`src/rtl/page_dump_tx.sv`:
```
// page_dump_tx: 256x8 page buffer with host write port and 8N1 UART dump of a run of bytes.
// Define PAGE_DUMP_CHECKSUM_EN to append a mod-256 sum frame after the last data byte.
module page_dump_tx #(
    parameter int CLKS_PER_BIT = 104
) (
    input  logic       hw_clk,
    input  logic       rst,
    input  logic       wr_en,
    input  logic [7:0] wr_addr,
    input  logic [7:0] wr_data,
    input  logic       start,
    input  logic [7:0] start_idx,
    input  logic [8:0] len,
    output logic       busy,
    output logic       done,
    output logic [7:0] cur_idx,
    output logic       tx
);

    localparam int CW = (CLKS_PER_BIT > 2) ? $clog2(CLKS_PER_BIT) : 1;
    localparam logic [CW-1:0] LAST_CLK = CW'(CLKS_PER_BIT - 1);

    typedef enum logic [2:0] {
        IDLE  = 3'd0,
        FETCH = 3'd1,
        LOAD  = 3'd2,
        START = 3'd3,
        DATA  = 3'd4,
        STOP  = 3'd5,
        CSUM  = 3'd6,
        FIN   = 3'd7
    } state_t;

    state_t          state, state_n;
    logic [7:0]      mem [256];
    logic [7:0]      rd_data;
    logic [7:0]      rd_ptr, rd_ptr_n;
    logic [8:0]      remaining, remaining_n;
    logic [7:0]      shifter, shifter_n;
    logic [CW-1:0]   clk_cnt, clk_cnt_n;
    logic [2:0]      bit_idx, bit_idx_n;
    logic            tx_n, busy_n, done_n;
    logic            bit_done;
`ifdef PAGE_DUMP_CHECKSUM_EN
    logic [7:0]      csum, csum_n;
    logic            csum_frame, csum_frame_n;
`endif

    // Registered read gives the 1-cycle RAM latency; same-address write returns old data.
    always_ff @(posedge hw_clk) begin
        if (wr_en) begin
            mem[wr_addr] <= wr_data;
        end
        if (state == FETCH) begin
            rd_data <= mem[rd_ptr];
        end
    end

    assign bit_done = (clk_cnt == LAST_CLK);
    assign cur_idx  = rd_ptr;

    always_ff @(posedge hw_clk) begin
        if (rst) begin
            state      <= IDLE;
            rd_ptr     <= 8'd0;
            remaining  <= 9'd0;
            shifter    <= 8'd0;
            clk_cnt    <= '0;
            bit_idx    <= 3'd0;
            tx         <= 1'b1;
            busy       <= 1'b0;
            done       <= 1'b0;
`ifdef PAGE_DUMP_CHECKSUM_EN
            csum       <= 8'd0;
            csum_frame <= 1'b0;
`endif
        end else begin
            state      <= state_n;
            rd_ptr     <= rd_ptr_n;
            remaining  <= remaining_n;
            shifter    <= shifter_n;
            clk_cnt    <= clk_cnt_n;
            bit_idx    <= bit_idx_n;
            tx         <= tx_n;
            busy       <= busy_n;
            done       <= done_n;
`ifdef PAGE_DUMP_CHECKSUM_EN
            csum       <= csum_n;
            csum_frame <= csum_frame_n;
`endif
        end
    end

    always_comb begin
        state_n      = state;
        rd_ptr_n     = rd_ptr;
        remaining_n  = remaining;
        shifter_n    = shifter;
        clk_cnt_n    = clk_cnt;
        bit_idx_n    = bit_idx;
        tx_n         = tx;
        busy_n       = busy;
        done_n       = 1'b0;
`ifdef PAGE_DUMP_CHECKSUM_EN
        csum_n       = csum;
        csum_frame_n = csum_frame;
`endif
        case (state)
            IDLE: begin
                // The done cycle is still IDLE; a start landing on it is dropped.
                if (start && !done) begin
                    rd_ptr_n    = start_idx;
                    remaining_n = len;
                    busy_n      = 1'b1;
`ifdef PAGE_DUMP_CHECKSUM_EN
                    csum_n       = 8'd0;
                    csum_frame_n = 1'b0;
`endif
                    state_n = (len != 9'd0) ? FETCH : FIN;
                end
            end
            FETCH: begin
                state_n = LOAD;
            end
            LOAD: begin
                shifter_n = rd_data;
`ifdef PAGE_DUMP_CHECKSUM_EN
                csum_n    = csum + rd_data;
`endif
                tx_n      = 1'b0;
                clk_cnt_n = '0;
                state_n   = START;
            end
            START: begin
                if (bit_done) begin
                    clk_cnt_n = '0;
                    tx_n      = shifter[0];
                    shifter_n = {1'b0, shifter[7:1]};
                    bit_idx_n = 3'd0;
                    state_n   = DATA;
                end else begin
                    clk_cnt_n = clk_cnt + 1'b1;
                end
            end
            DATA: begin
                if (bit_done) begin
                    clk_cnt_n = '0;
                    if (bit_idx == 3'd7) begin
                        tx_n    = 1'b1;
                        state_n = STOP;
                    end else begin
                        tx_n      = shifter[0];
                        shifter_n = {1'b0, shifter[7:1]};
                        bit_idx_n = bit_idx + 3'd1;
                    end
                end else begin
                    clk_cnt_n = clk_cnt + 1'b1;
                end
            end
            STOP: begin
                if (bit_done) begin
                    clk_cnt_n = '0;
`ifdef PAGE_DUMP_CHECKSUM_EN
                    if (csum_frame) begin
                        state_n = FIN;
                    end else begin
                        rd_ptr_n    = rd_ptr + 8'd1;
                        remaining_n = remaining - 9'd1;
                        state_n     = (remaining != 9'd1) ? FETCH : CSUM;
                    end
`else
                    rd_ptr_n    = rd_ptr + 8'd1;
                    remaining_n = remaining - 9'd1;
                    state_n     = (remaining != 9'd1) ? FETCH : FIN;
`endif
                end else begin
                    clk_cnt_n = clk_cnt + 1'b1;
                end
            end
`ifdef PAGE_DUMP_CHECKSUM_EN
            CSUM: begin
                shifter_n    = csum;
                csum_frame_n = 1'b1;
                tx_n         = 1'b0;
                clk_cnt_n    = '0;
                state_n      = START;
            end
`endif
            FIN: begin
                done_n  = 1'b1;
                busy_n  = 1'b0;
                state_n = IDLE;
            end
            default: begin
                state_n = IDLE;
            end
        endcase
    end

endmodule

```
`config.mk`:
```
export PLATFORM = sky130hd
export DESIGN_NAME = page_dump_tx
export DESIGN_NICKNAME = d
export VERILOG_FILES = /design/src/rtl/page_dump_tx.sv
export SDC_FILE = /design/constraint.sdc
export NUM_CORES = 2
export LEC_CHECK = 0
export CAP_MARGIN = 20
export CORE_UTILIZATION = 63
export DETAILED_ROUTE_END_ITERATION = 6
export PLACE_DENSITY_LB_ADDON = 0.3
export SLEW_MARGIN = 20
export SYNTH_ARGS = -nofsm -noshare
export SYNTH_HDL_FRONTEND = slang
export SYNTH_SLANG_ARGS = --single-unit
```
`constraint.sdc`:
```
create_clock -name hw_clk -period 2.9 [get_ports hw_clk]
set_clock_uncertainty 0.1 [all_clocks]
set_input_delay 0.725 -clock hw_clk [delete_from_list [all_inputs] [get_ports hw_clk]]
set_output_delay 0.725 -clock hw_clk [all_outputs]
set_load 0.01 [all_outputs]
```
==> metrics.log <==
INFO  metric vdd_drop_max = 618 uV
INFO  metric p_leak = 32.2 nW
INFO  metric worstPathMaxFanout = 13
INFO  metric synth_top_cell_by_area = sky130_fd_sc_hd__edfxtp_1
INFO  metric dieArea = 132000 um2
INFO  metric maxCapViolations = 0
INFO  metric synth.yosys.seq_area_share = 76.0%
INFO  metric core = between 100000 and 150000 um2
INFO  metric globalRouteOverflowTotal = 0
INFO  metric syn-cell-area = 82300 um2
INFO  metric timing_hold_violations_final = 0
INFO  metric tightest_slew = 1230 ps
INFO  metric clock_transition_at_the_register_clock_pins_on_the_worst_setup_and_hold_paths_after_cts = 70 ps
INFO  metric relSlewSlack = 17.9%
INFO  metric status = finished, violations left
INFO  metric cts.htree.levels = 4
INFO  metric violated_checks = setup timing
INFO  metric final_min_period_over_clock_period = 112%
INFO  metric vias = 48100
INFO  metric timing.final.setup_violations = 8
INFO  metric wirelength_routed = 244000 um
INFO  metric place.gp.congestion = just over 0.9
INFO  metric boundaryPins = 48
INFO  metric setup_slack = -360 ps
INFO  metric clock_tree.root_cell = sky130_fd_sc_hd__clkbuf_16
INFO  metric ant_nets = 0
INFO  metric clock_insertion_delay_worst_skew = 870 ps
INFO  metric grt_pass1_vias = about 47000
INFO  metric critical_path.startpoint_type = flop
INFO  metric areaGrowthSynthToFinish = 20.0%
INFO  metric count_of_flip_flops_with_a_built_in_enable_after_synthesis = between 2000 and 2500
INFO  metric synth.yosys.warnings = 0
INFO  metric cp-end-kind = flop
INFO  metric synth.net_count = 4098
INFO  metric dr.pass1.iters = 7
INFO  metric timing.hold.worst.class = in -> reg
INFO  metric wl_per_cell = 35.7 um
INFO  metric max_freq = a little over 0.3 GHz
INFO  metric post_drt_via_cell_ratio = 7.04
INFO  metric placement.setup.worst_slack = -765 ps
INFO  metric timing_max_transition_violations_final = 0
INFO  metric setup_slack_of_the_worst_register_to_register_path = -360 ps
INFO  metric dr.first_iter.drc_count = 8310
INFO  metric arrival_time_worst_endpoint = 3730 ps
INFO  metric power.total = 75.4 mW
INFO  metric wp_data_required = 3370 ps
INFO  metric grt_max_degree = 93
INFO  metric instances_no_fill = slightly below 7000
INFO  metric drt_drc_violations_left = 0
INFO  metric cts_buffer_count = 198
INFO  metric die_w = 363 um
INFO  metric synthDistinctLibCells = 64
INFO  metric final.min_clock_period = around 3300 ps
INFO  metric finish.utilization = between 70% and 80%
INFO  metric max-clock-path-buffers = 3
INFO  metric rsz_0062_raised_after_global_routing = yes
INFO  metric hpwlAfterDp = between 100000 and 150000 um
INFO  metric io_buffer_count = between 40 and 50
INFO  metric synthesis.area_per_instance = 20.3 um2
INFO  metric clock_sink_count = between 2000 and 2500
INFO  metric cts_hold_buffers = 0
INFO  metric placedCellCount = 6357
INFO  metric ys_dominant_reg_cell = sky130_fd_sc_hd__edfxtp_1
INFO  metric area_fraction_of_the_dominant_cell_type_after_synthesis = 75.0%
INFO  metric die_height = 363 um
INFO  metric nets = approximately 5000
INFO  metric grt_util_all_layers = between 30% and 40%
INFO  metric number_of_antenna_violations_at_the_first_check_in_global_routing = 11
INFO  metric global_route_wire_length_before_repair = 332000 um
INFO  metric starting_utilization_of_the_core_area = 63.6%
INFO  metric post_synthesis_register_bit_count = 2097
INFO  metric synth_top_area_cells = sky130_fd_sc_hd__edfxtp_1 (75%), sky130_fd_sc_hd__mux4_2 (13%), sky130_fd_sc_hd__mux2i_1 (2.6%)
INFO  metric crit_type = reg -> reg
INFO  metric rows = 132
INFO  metric syn_inst = 4055
INFO  metric async_reset_ff_share = 0%
INFO  metric tritoncts = built
INFO  metric drive_gt1_share = 34.1%
INFO  metric fillCellCount = ~6500
INFO  metric pwr_density_cell = between 700 and 800 nW/um2
[through the flow]
step	setup TNS, ps	instance area [um2]	hold WS [ps]
final	-2400	98800	257
after global routing	-2360	98800	256
after CTS	-1510	97800	220
after detailed placement	-20610	90700	380
after global placement	-11920	90700	365
after floorplan	0	82300	354
[report_power, final]
group	leakage (nW)	total [mW]	internal, mW	switching (mW)
Sequential	18.8	33.7	33.5	0.204
Combinational	10.3	16.4	7.18	9.18
Clock	3.05	25.3	14.0	11.3
[timing repair]
| item | in CTS | in global routing |
|---|---|---|
| endpoints found under the setup margin | 13 | 9 |
| pin swaps | 11 | 30 |
| setup buffers | 36 | 58 |
| resized for setup | 68 | 95 |
| cloned | 8 | 4 |
[state kept, by name, indices dropped and copies added (netlist names), 3 cells and up]
register / flops
bit_idx: 3
clk_cnt: 7
cur_idx: 8
mem: 2048
rd_data: 8
remaining: 9
shifter: 8
state: 3
[final timing paths]
kind              depth (start not counted)  startpoint          to
setup / recovery                          9  cur_idx[0]  rd_data[6]
hold / removal                            1  wr_data[1]   mem[7][1]
setup reg to reg                          9  cur_idx[0]  rd_data[6]
hold reg to reg                           2  shifter[2]  shifter[2]
[routing by layer]
metal / vias up / wire length (um) / track usage [%]
met5: - / 47 / 0
met4: 6 / 15400 / 18.8
met3: 900 / 36000 / 9.86
met2: 4460 / 114000 / 55.6
met1: 24200 / 78200 / 47.9
li1: 18500 / - / -
[final cells by class]
cell class / instances / area (um2) / share of cell area (%)
diodes: 9 / 22.5 / 0.0228
clock buffers: 252 / 5250 / 5.32
clock inverters: 113 / 1030 / 1.04
inverters: 16 / 66.3 / 0.0671
multi-input cells: 1687 / 18700 / 19.0
flip-flops and latches: 2097 / 62600 / 63.4
well taps: 1742 / 2180 / 2.21
repair buffers: 915 / 8920 / 9.04
[critical path, stage by stage, from the launching register on]
cell and delay, ps:
sky130_fd_sc_hd__dfxtp_4 370, sky130_fd_sc_hd__buf_12 190, sky130_fd_sc_hd__buf_16 180, sky130_fd_sc_hd__buf_12 160, sky130_fd_sc_hd__mux4_2 560, sky130_fd_sc_hd__mux4_2 580, sky130_fd_sc_hd__nor2_4 140, sky130_fd_sc_hd__a211oi_2 90
sky130_fd_sc_hd__nor3_4 410, sky130_fd_sc_hd__o32ai_2 160
[cells in the mapped netlist (4+ instances only)]
cell / instances
sky130_fd_sc_hd__a31oi_1: 21
sky130_fd_sc_hd__buf_4: 34
sky130_fd_sc_hd__a21o_1: 8
sky130_fd_sc_hd__a22o_1: 4
sky130_fd_sc_hd__o22ai_1: 17
sky130_fd_sc_hd__dfxtp_1: 41
sky130_fd_sc_hd__nand2_1: 120
sky130_fd_sc_hd__mux2i_1: 213
sky130_fd_sc_hd__a221oi_1: 38
sky130_fd_sc_hd__nor2_1: 334
sky130_fd_sc_hd__buf_6: 36
sky130_fd_sc_hd__and3_1: 4
sky130_fd_sc_hd__inv_1: 16
sky130_fd_sc_hd__a22oi_1: 49
sky130_fd_sc_hd__and2_1: 7
sky130_fd_sc_hd__o21a_1: 4
sky130_fd_sc_hd__mux2_2: 6
sky130_fd_sc_hd__o41ai_1: 4
sky130_fd_sc_hd__o21ai_1: 14
sky130_fd_sc_hd__or3_1: 4
sky130_fd_sc_hd__a222oi_1: 4
sky130_fd_sc_hd__nand2b_1: 8
sky130_fd_sc_hd__a211oi_1: 14
sky130_fd_sc_hd__o211ai_1: 12
sky130_fd_sc_hd__ha_1: 6
sky130_fd_sc_hd__buf_8: 4
sky130_fd_sc_hd__a21oi_1: 98
sky130_fd_sc_hd__nor2b_1: 21
sky130_fd_sc_hd__nor4_1: 5
sky130_fd_sc_hd__buf_2: 66
sky130_fd_sc_hd__o221ai_1: 23
sky130_fd_sc_hd__nor3_1: 8
sky130_fd_sc_hd__edfxtp_1: 2056
sky130_fd_sc_hd__nand4_1: 11
sky130_fd_sc_hd__buf_1: 16
sky130_fd_sc_hd__o21ai_0: 62
sky130_fd_sc_hd__clkbuf_1: 99
sky130_fd_sc_hd__nor3b_1: 5
sky130_fd_sc_hd__a311oi_1: 8
sky130_fd_sc_hd__a2111oi_0: 4
sky130_fd_sc_hd__nand3_1: 38
sky130_fd_sc_hd__mux4_2: 478
[placed cells by master, fill, tap and decap left out, types with 9 or more instances in the layout]
cell	count
sky130_fd_sc_hd__a211oi_1	9
sky130_fd_sc_hd__a21oi_1	89
sky130_fd_sc_hd__a21oi_2	9
sky130_fd_sc_hd__a221oi_1	28
sky130_fd_sc_hd__a221oi_2	10
sky130_fd_sc_hd__a22oi_1	43
sky130_fd_sc_hd__a31oi_1	20
sky130_fd_sc_hd__buf_12	99
sky130_fd_sc_hd__buf_16	19
sky130_fd_sc_hd__buf_4	721
sky130_fd_sc_hd__buf_6	14
sky130_fd_sc_hd__bufinv_16	13
sky130_fd_sc_hd__clkbuf_1	48
sky130_fd_sc_hd__clkbuf_16	205
sky130_fd_sc_hd__clkbuf_8	11
sky130_fd_sc_hd__clkdlybuf4s50_1	36
sky130_fd_sc_hd__clkinv_1	42
sky130_fd_sc_hd__clkinv_2	33
sky130_fd_sc_hd__dfxtp_1	34
sky130_fd_sc_hd__diode_2	9
sky130_fd_sc_hd__edfxtp_1	2056
sky130_fd_sc_hd__inv_1	14
sky130_fd_sc_hd__mux2i_1	204
sky130_fd_sc_hd__mux4_2	478
sky130_fd_sc_hd__nand2_1	118
sky130_fd_sc_hd__nand3_1	38
sky130_fd_sc_hd__nand4_1	11
sky130_fd_sc_hd__nor2_1	329
sky130_fd_sc_hd__nor2b_1	16
sky130_fd_sc_hd__o211ai_1	12
sky130_fd_sc_hd__o21ai_0	53
sky130_fd_sc_hd__o21ai_1	16
sky130_fd_sc_hd__o221ai_1	19
sky130_fd_sc_hd__o22ai_1	14
[kinds of logic (layout without fill, tap and decap cells)]
kind of cell,count (synthesis),in the layout,share of synthesized area [%]
other,0,9,0
DFF,2097,2097,76.0
muxes,697,697,15.8
and+or+nand+nor,575,575,2.95
AOI/OAI and AO/OA,409,409,3.34
buffers and inverters,271,1296,1.87
adders and majority gates,6,6,0.0912
(Power assumes the default switching activity.)
